==> config.mk <==
export PLATFORM = sky130hd
export DESIGN_NAME = turfio_bus_master
export DESIGN_NICKNAME = d
export VERILOG_FILES = /design/src/rtl/turfio_bus_master.sv
export SDC_FILE = /design/constraint.sdc
export NUM_CORES = 1
export LEC_CHECK = 0
export ABC_CLOCK_PERIOD_IN_PS = 5940
export CORE_ASPECT_RATIO = 0.5
export CORE_MARGIN = 2
export CORE_UTILIZATION = 40
export DETAILED_ROUTE_END_ITERATION = 8
export SETUP_SLACK_MARGIN = 0.4
export SYNTH_ARGS = -nofsm -noshare
export SYNTH_HDL_FRONTEND = slang
export SYNTH_SLANG_ARGS = --single-unit
==> constraint.sdc <==
create_clock -name clk_i -period 5.94 [get_ports clk_i]
set_input_delay 0.594 -clock clk_i [delete_from_list [all_inputs] [get_ports clk_i]]
set_output_delay 0.594 -clock clk_i [all_outputs]
set_load 0.01 [all_outputs]
==> src/rtl/turfio_bus_master.sv <==
// TURFIO-side initiator for the byte-serial TURF register bus.
// Converts single 32-bit register read/write requests into nCS/WnR/DIO sequences.
module turfio_bus_master #(
    parameter int unsigned RD_LAT = 2,
    parameter int unsigned GAP    = 1
) (
    input  logic        clk_i,
    input  logic        rst_i,
    input  logic        req_i,
    input  logic        wr_i,
    input  logic [7:0]  addr_i,
    input  logic [31:0] wdata_i,
    output logic        busy_o,
    output logic        ack_o,
    output logic [31:0] rdata_o,
    output logic        nCS_o,
    output logic        WnR_o,
    output logic [7:0]  dio_o,
    output logic        dio_oe_o,
    input  logic [7:0]  dio_i
);

    localparam int unsigned   CW        = 8;
    localparam logic [CW-1:0] TURN_LAST = CW'(RD_LAT - 1);
    // The IDLE cycle that samples the next request counts as the last gap cycle.
    localparam logic [CW-1:0] GAP_LAST  = (GAP > 1) ? CW'(GAP - 2) : '0;

    typedef enum logic [2:0] {
        S_IDLE,
        S_ADDR,
        S_WDATA,
        S_TURN,
        S_RDATA,
        S_DONE,
        S_GAP
    } state_t;

    state_t        r_state, w_state;
    logic [1:0]    r_cnt, w_cnt;
    logic [CW-1:0] r_wait, w_wait;
    logic          r_wr, w_wr;
    logic [7:0]    r_addr, w_addr;
    logic [31:0]   r_wdata, w_wdata;
    logic [23:0]   r_rshift, w_rshift;

    logic          r_busy, w_busy;
    logic          r_ack, w_ack;
    logic [31:0]   r_rdata, w_rdata;
    logic          r_ncs, w_ncs;
    logic          r_wnr, w_wnr;
    logic [7:0]    r_dio, w_dio;
    logic          r_oe, w_oe;

    // State, latched request and registered bus outputs.
    always_ff @(posedge clk_i) begin
        if (rst_i) begin
            r_state  <= S_IDLE;
            r_cnt    <= '0;
            r_wait   <= '0;
            r_wr     <= 1'b0;
            r_addr   <= '0;
            r_wdata  <= '0;
            r_rshift <= '0;
            r_busy   <= 1'b0;
            r_ack    <= 1'b0;
            r_rdata  <= '0;
            r_ncs    <= 1'b1;
            r_wnr    <= 1'b0;
            r_dio    <= '0;
            r_oe     <= 1'b0;
        end else begin
            r_state  <= w_state;
            r_cnt    <= w_cnt;
            r_wait   <= w_wait;
            r_wr     <= w_wr;
            r_addr   <= w_addr;
            r_wdata  <= w_wdata;
            r_rshift <= w_rshift;
            r_busy   <= w_busy;
            r_ack    <= w_ack;
            r_rdata  <= w_rdata;
            r_ncs    <= w_ncs;
            r_wnr    <= w_wnr;
            r_dio    <= w_dio;
            r_oe     <= w_oe;
        end
    end

    // Next state, then the bus outputs that the next state presents.
    always_comb begin
        w_state  = r_state;
        w_cnt    = r_cnt;
        w_wait   = r_wait;
        w_wr     = r_wr;
        w_addr   = r_addr;
        w_wdata  = r_wdata;
        w_rshift = r_rshift;
        w_rdata  = r_rdata;
        w_busy   = 1'b1;
        w_ack    = 1'b0;
        w_ncs    = 1'b1;
        w_wnr    = 1'b0;
        w_dio    = '0;
        w_oe     = 1'b0;

        case (r_state)
            S_IDLE: begin
                if (req_i) begin
                    w_state = S_ADDR;
                    w_wr    = wr_i;
                    w_addr  = addr_i;
                    w_wdata = wdata_i;
                end
            end
            S_ADDR: begin
                w_wait  = '0;
                w_state = r_wr ? S_WDATA : S_TURN;
            end
            S_WDATA: begin
                w_cnt = r_cnt + 2'd1;
                if (r_cnt == 2'd3) begin
                    w_state = S_DONE;
                end
            end
            S_TURN: begin
                if (r_wait == TURN_LAST) begin
                    w_state = S_RDATA;
                end else begin
                    w_wait = r_wait + CW'(1);
                end
            end
            S_RDATA: begin
                w_rshift = {dio_i, r_rshift[23:8]};
                w_cnt    = r_cnt + 2'd1;
                if (r_cnt == 2'd3) begin
                    w_state = S_DONE;
                    w_rdata = {dio_i, r_rshift};
                end
            end
            S_DONE: begin
                w_wait  = '0;
                w_state = (GAP > 1) ? S_GAP : S_IDLE;
            end
            S_GAP: begin
                if (r_wait == GAP_LAST) begin
                    w_state = S_IDLE;
                end else begin
                    w_wait = r_wait + CW'(1);
                end
            end
            default: w_state = S_IDLE;
        endcase

        w_busy = (w_state != S_IDLE);
        case (w_state)
            S_ADDR: begin
                w_ncs = 1'b0;
                w_wnr = w_wr;
                w_oe  = 1'b1;
                w_dio = w_addr;
            end
            S_WDATA: begin
                w_ncs = 1'b0;
                w_wnr = 1'b1;
                w_oe  = 1'b1;
                case (w_cnt)
                    2'd0:    w_dio = w_wdata[7:0];
                    2'd1:    w_dio = w_wdata[15:8];
                    2'd2:    w_dio = w_wdata[23:16];
                    default: w_dio = w_wdata[31:24];
                endcase
            end
            S_TURN, S_RDATA: begin
                w_ncs = 1'b0;
            end
            S_DONE: begin
                w_ack = 1'b1;
            end
            default: ;
        endcase
    end

    assign busy_o   = r_busy;
    assign ack_o    = r_ack;
    assign rdata_o  = r_rdata;
    assign nCS_o    = r_ncs;
    assign WnR_o    = r_wnr;
    assign dio_o    = r_dio;
    assign dio_oe_o = r_oe;

endmodule

==> results.tsv, run 1 <==
metric	value	unit
status	completed	
Post-Route WL	11800	um
post-CTS setup buffer count	0	
HPWL Detailed	7690	um
setup violators final	0	
fill count	1148	
Synth Net Count	612	
FF+latch area	2300	um2
die outline width	159	um
Setup CP Type	flop to flop	
VDD IR max	0.184	mV
ANT cells	0	
Syn Std Cell Area	4830	um2
Final Cycle Share	0.546	
area taken by multi-input logic gates	2270	um2
post-synth top area share	0.477	
DRT antenna net count	0	
Die ar.	13000	um2
initial antenna violation count	0	
fmax	0.308	GHz
DR vias/cell	4.96	
min cycle time layout	3.24	ns
Slew headroom	0.209	
CP Capture Type	flop	
IO buf count	96	
CTS Buf Count	17	
H-tree depth	4	
reg2reg setup slack	2.70	ns
sequential area share after synthesis	0.477	
Critical Path Source	r_state[2]	
Hold Fails Final Rpt	0	
Worst-Margin Slew	1.19	ns
Core ar.	11800	um2
vias	4031	
Netlist cell types	57	
Overflow after GRT	0	
Worst EP required	6.27	ns
largest family of logic cells by synthesized area	simple AND/OR/NAND/NOR gates	
most instantiated cells after synthesis	nand2_1 (147), dfxtp_1 (115), a21oi_1 (86)	
Area contributors post-synth	dfxtp_1 (48%), nand2_1 (11%), a21oi_1 (8.9%)	
Synth Instances	556	
CTS tree	done	
number of flops mapped to enable cells by yosys	0	
Final Max Slew Viols	0	
initial core utilization	0.409	
simple-gate portion of the synthesized area	0.224	
DRC	0	
Wirelength per Cell	14.5	um
largest net degree at the start of global routing	103	
first-pass GRT wire length	18800	um
Post-Synth XOR/XNOR Area	0.0215	
post-synth top area cell	dfxtp_1	
proportion of layout cells with a drive suffix above 1	0.0910	
placement row count	28	
unrepaired setup endpoints after global routing	false	
adder-cell share of the synthesized area	0.0104	
DRT Pass-1 Iters	4	
CTS clk-pin slew, worst paths	0.05	ns
count leader, synth	nand2_1	
clock root cell	clkbuf_16	
leak pwr	0.00228	uW
Hold Path Class	flop to flop	
Yosys reg bits	115	
I/O pin total	97	
post_cts resized	0	
pwr dens	339	nW/um2
GP Congestion	0.818	
reg2reg end	rdata_o[17]	
Syn Area/Cell	8.68	um2
Yosys Warn Count	0	
worst reg-to-reg path cell count	5	
total power	2170	uW
Die Height	81.7	um
Worst Setup EP	rdata_o[17]	
Post-Route Skew	0.00930	ns
mux cell area share after synthesis	0.0516	
data arrival time of the worst path	3.57	ns
top_reg_cell synth	dfxtp_1	
Synth Area in Compound Gates	0.162	
Clock Latency Late Sink	0.41	ns
gr usage total	0.186	
area delta synth->final	32.7	%
DRT iter0 DRCs	273	
r2r startpoint	r_state[2]	
TritonCTS Sinks	115	
vias in the first global route	3686	
# Max-Cap Violations	0	
nets	691	
asr flop ratio synth	0	
CP Launch Type	flop	
Fin Setup TNS	0	ns
CTS max path bufs	2	
cts hold-fix bufs	0	
crit-path max FO	32	
## per-layer routing
metal	wire length (um)	vias up	GRT usage
met2	5240	63	0.289
met3	360	12	0.0429
met5	0	-	0
met4	138	0	0.0791
met1	6040	1892	0.253
li1	-	2064	-
## per-stage QoR
step                      setup slack (ns)  cells  cell area [um2]  utilization  hold slack (ns)
after floorplan                       3.91    556             4830            -            0.432
after global placement                2.74    781             5780        0.489            0.443
after detailed placement              2.72    781             5780        0.489            0.446
after CTS                             2.67    813             6400        0.542            0.454
after global routing                  2.36    813             6400        0.542            0.467
final                                 2.70    813             6400        0.542            0.453
## worst min-delay path by stage
| stage | from | endpoint | slack, ns | depth (start not counted) |
|---|---|---|---|---|
| final | rdata_o[17] | rdata_o[17] | 0.45 | 2 |
| after global routing | rdata_o[18] | rdata_o[18] | 0.47 | 2 |
| after CTS | rdata_o[18] | rdata_o[18] | 0.45 | 2 |
| after detailed placement | rdata_o[18] | rdata_o[18] | 0.45 | 2 |
| after global placement | rdata_o[7] | rdata_o[7] | 0.44 | 2 |
| after floorplan | r_wr | r_wr | 0.43 | 2 |
## kinds of logic (layout without fill, tap and decap cells)
logic type	Yosys count	in the layout
AO/OA/AOI/OAI	128	128
flip-flops	115	115
AND/OR/NAND/NOR	229	229
adder cells (fa/ha/maj)	4	4
buffers and inverters	45	137
multiplexers	24	24
XOR/XNOR	11	11
## flip-flops by register name, summed over array words and instances, names as in the netlist
register / flops
WnR_o: 1
ack_o: 1
busy_o: 1
dio_o: 8
dio_oe_o: 1
nCS_o: 1
r_cnt: 2
r_rshift: 24
r_state: 3
r_wait: 8
r_wdata: 32
r_wr: 1
rdata_o: 32
## cells in the final DEF, fill, tap and decap left out, types with 6 or more instances in the layout
master	n
a2111oi_0	7
a21oi_1	86
and3_1	8
clkbuf_16	17
clkdlybuf4s50_1	95
dfxtp_1	115
inv_1	6
mux2_2	7
mux2i_1	17
nand2_1	147
nor2_1	32
nor2b_1	10
o31ai_1	8
xor2_1	6
## where the power goes
part,total (uW),internal [uW],switching [uW]
clock,1080,714,365
sequential,835,808,27.6
combinational,255,121,134
total,2170,1640,526
## layout make-up
cell class,count,share of cell area
Inverter,7,0.00410
Tap cell,165,0.0322
Timing Repair Buffer,98,0.152
Sequential cell,115,0.360
Clock inverter,12,0.0281
Multi-Input combinational cell,396,0.354
Clock buffer,20,0.0698
## critical path: stages, from the launching register on
cell	delay [ns]
dfxtp_1	0.76
inv_2	0.14
nor3_4	0.87
and2_1	1.04
nand2_1	0.19
a21oi_1	0.16
No activity file was read; power rests on OpenSTA's default activity.
==> run 2: changes to the inputs <==
--- a/config.mk
+++ b/config.mk
@@ -5,11 +5,12 @@
 export SDC_FILE = /design/constraint.sdc
 export NUM_CORES = 1
 export LEC_CHECK = 0
-export ABC_CLOCK_PERIOD_IN_PS = 5940
+export ABC_CLOCK_PERIOD_IN_PS = 2700
 export CORE_ASPECT_RATIO = 0.5
 export CORE_MARGIN = 2
 export CORE_UTILIZATION = 40
 export DETAILED_ROUTE_END_ITERATION = 8
+export PLACE_DENSITY = 0.67
 export SETUP_SLACK_MARGIN = 0.4
 export SYNTH_ARGS = -nofsm -noshare
 export SYNTH_HDL_FRONTEND = slang
==> constraint.sdc (replaced) <==
create_clock -name clk_i -period 2.7 [get_ports clk_i]
set_input_delay 0.27 -clock clk_i [delete_from_list [all_inputs] [get_ports clk_i]]
set_output_delay 0.27 -clock clk_i [all_outputs]
set_load 0.01 [all_outputs]
==> run 2 against run 1 <==
Register-to-register slack got worse by 2.1 ns. Wire length increased by 0.58%. Non-clock buffer count increased by 10. Core utilization increased by 0.98 points. Sequential cell count stayed put. Clock-buffer cell count increased by 1. Global-route usage up 0.24 points. Hold slack worse by 0.16 ns. Clock skew grew 0.0043 ns.
==> results.tsv, run 2 (synthesis gave the netlist of run 1 again) <==
metric	value	unit
status	completed	
total power	4900	uW
DRC	0	
post-CTS setup buffer count	0	
Final Max Slew Viols	0	
ANT cells	0	
I/O pin total	97	
data arrival time of the worst path	2.41	ns
# Max-Cap Violations	0	
CTS clk-pin slew, worst paths	0.05	ns
crit-path max FO	33	
area delta synth->final	35.1	%
HPWL Detailed	7820	um
reg2reg end	dio_o[2]	
die outline width	159	um
clock root cell	clkbuf_16	
IO buf count	96	
placement row count	28	
Hold Path Class	input port to flop	
first-pass GRT wire length	19300	um
Post-Route Skew	0.0136	ns
CTS max path bufs	2	
Core ar.	11800	um2
DRT iter0 DRCs	214	
gr usage total	0.189	
CTS tree	done	
r2r startpoint	r_state[2]	
Post-Route WL	11800	um
hold path cells	2	
fmax	0.469	GHz
Finished Layout Cells	823	
DRT antenna net count	0	
Worst EP required	2.98	ns
Final Cycle Share	0.790	
setup violators final	0	
Wirelength per Cell	14.4	um
pwr dens	752	nW/um2
GP Congestion	0.811	
Setup CP Type	flop to flop	
Placed Cells incl. Taps	791	
cts hold-fix bufs	0	
Overflow after GRT	0	
DRT Pass-1 Iters	5	
area post-placement	5860	um2
DR vias/cell	5.01	
vias	4121	
nets	701	
met1 Usage GRT	0.241	
largest net degree at the start of global routing	59	
Fin Setup TNS	0	ns
Die ar.	13000	um2
Min-Delay Startpoint	rst_i	
Slew headroom	0.561	
Worst-Margin Slew	0.648	ns
CTS Buf Count	17	
final core utilization	0.552	
initial antenna violation count	0	
Hold EP	r_state[0]	
most common cell after layout, fill and taps aside	nand2_1	
initial core utilization	0.409	
CP Capture Type	flop	
vias in the first global route	3827	
Die Height	81.7	um
M3 GR Usage	0.0636	
Finished Cell Area	6520	um2
GR Util met2	0.304	
TritonCTS Sinks	115	
leak pwr	0.00235	uW
Clock Latency Late Sink	0.41	ns
most frequent cells in the layout	nand2_1 (147), dfxtp_1 (114), clkdlybuf4s50_1 (95)	
H-tree depth	4	
CP Launch Type	flop	
worst reg-to-reg path cell count	5	
global routing's busiest layer	met2	
min cycle time layout	2.13	ns
proportion of layout cells with a drive suffix above 1	0.103	
reg2reg setup slack	0.57	ns
Hold Fails Final Rpt	0	
VDD IR max	0.334	mV
unrepaired setup endpoints after global routing	false	
run 2: cell types whose count changed in the layout (fill, tap and decap cells not counted), sizes merged:
cell / delta
clkinv: -1
inv: -1
buf: +10
clkinvlp: -1
clkbuf: +1
bufinv: +2
run 2: worst max-delay path, stage by stage (launching register included):
cell and delay [ns]:
dfxtp_2 0.42, nor4b_4 0.35, buf_12 0.26, mux2_2 0.38, a2111oi_1 0.48, o31ai_1 0.11
run 2: final cells by class:
type | count | area (um2)
clock inverters | 11 | 208
clock buffers | 21 | 440
inverters | 7 | 26.3
fillers | 1114 | 5290
well taps | 165 | 206
repair buffers | 108 | 1060
multi-input cells | 396 | 2270
flip-flops and latches | 115 | 2300
run 2: worst max path at each step:
stage                     cells past startpoint        to       start
after floorplan                               6  dio_o[1]  r_state[2]
after global placement                        6  dio_o[2]       req_i
after detailed placement                      6  dio_o[2]       req_i
after CTS                                     5  dio_o[3]  r_state[2]
after global routing                          6  dio_o[3]  r_state[2]
final                                         5  dio_o[2]  r_state[2]
run 2: power breakdown:
part           switching [uW]  internal (uW)  total [uW]
sequential               41.0           1780        1820
clock                     750           1720        2470
combinational             317            291         608
total                    1110           3790        4900
run 2: what timing repair did:
item | in CTS | in global routing
endpoints found under the setup margin | 1 | 7
pin swaps | 0 | 0
resized for setup | 1 | 4
run 2: per-stage QoR:
step	hold WS, ns	setup WS, ns
3_5_place_dp	0.448	0.234
3_3_place_gp	0.444	0.404
2_1_floorplan	0.354	0.770
6_report	0.290	0.568
4_1_cts	0.288	0.429
5_1_grt	0.323	0.467
run 2: per-layer routing:
layer,wire length [um],share of wire,vias up
met2,5420,0.46,108
li1,-,-,2082
met1,5640,0.48,1922
met5,0,0,-
met3,647,0.055,9
met4,139,0.012,0
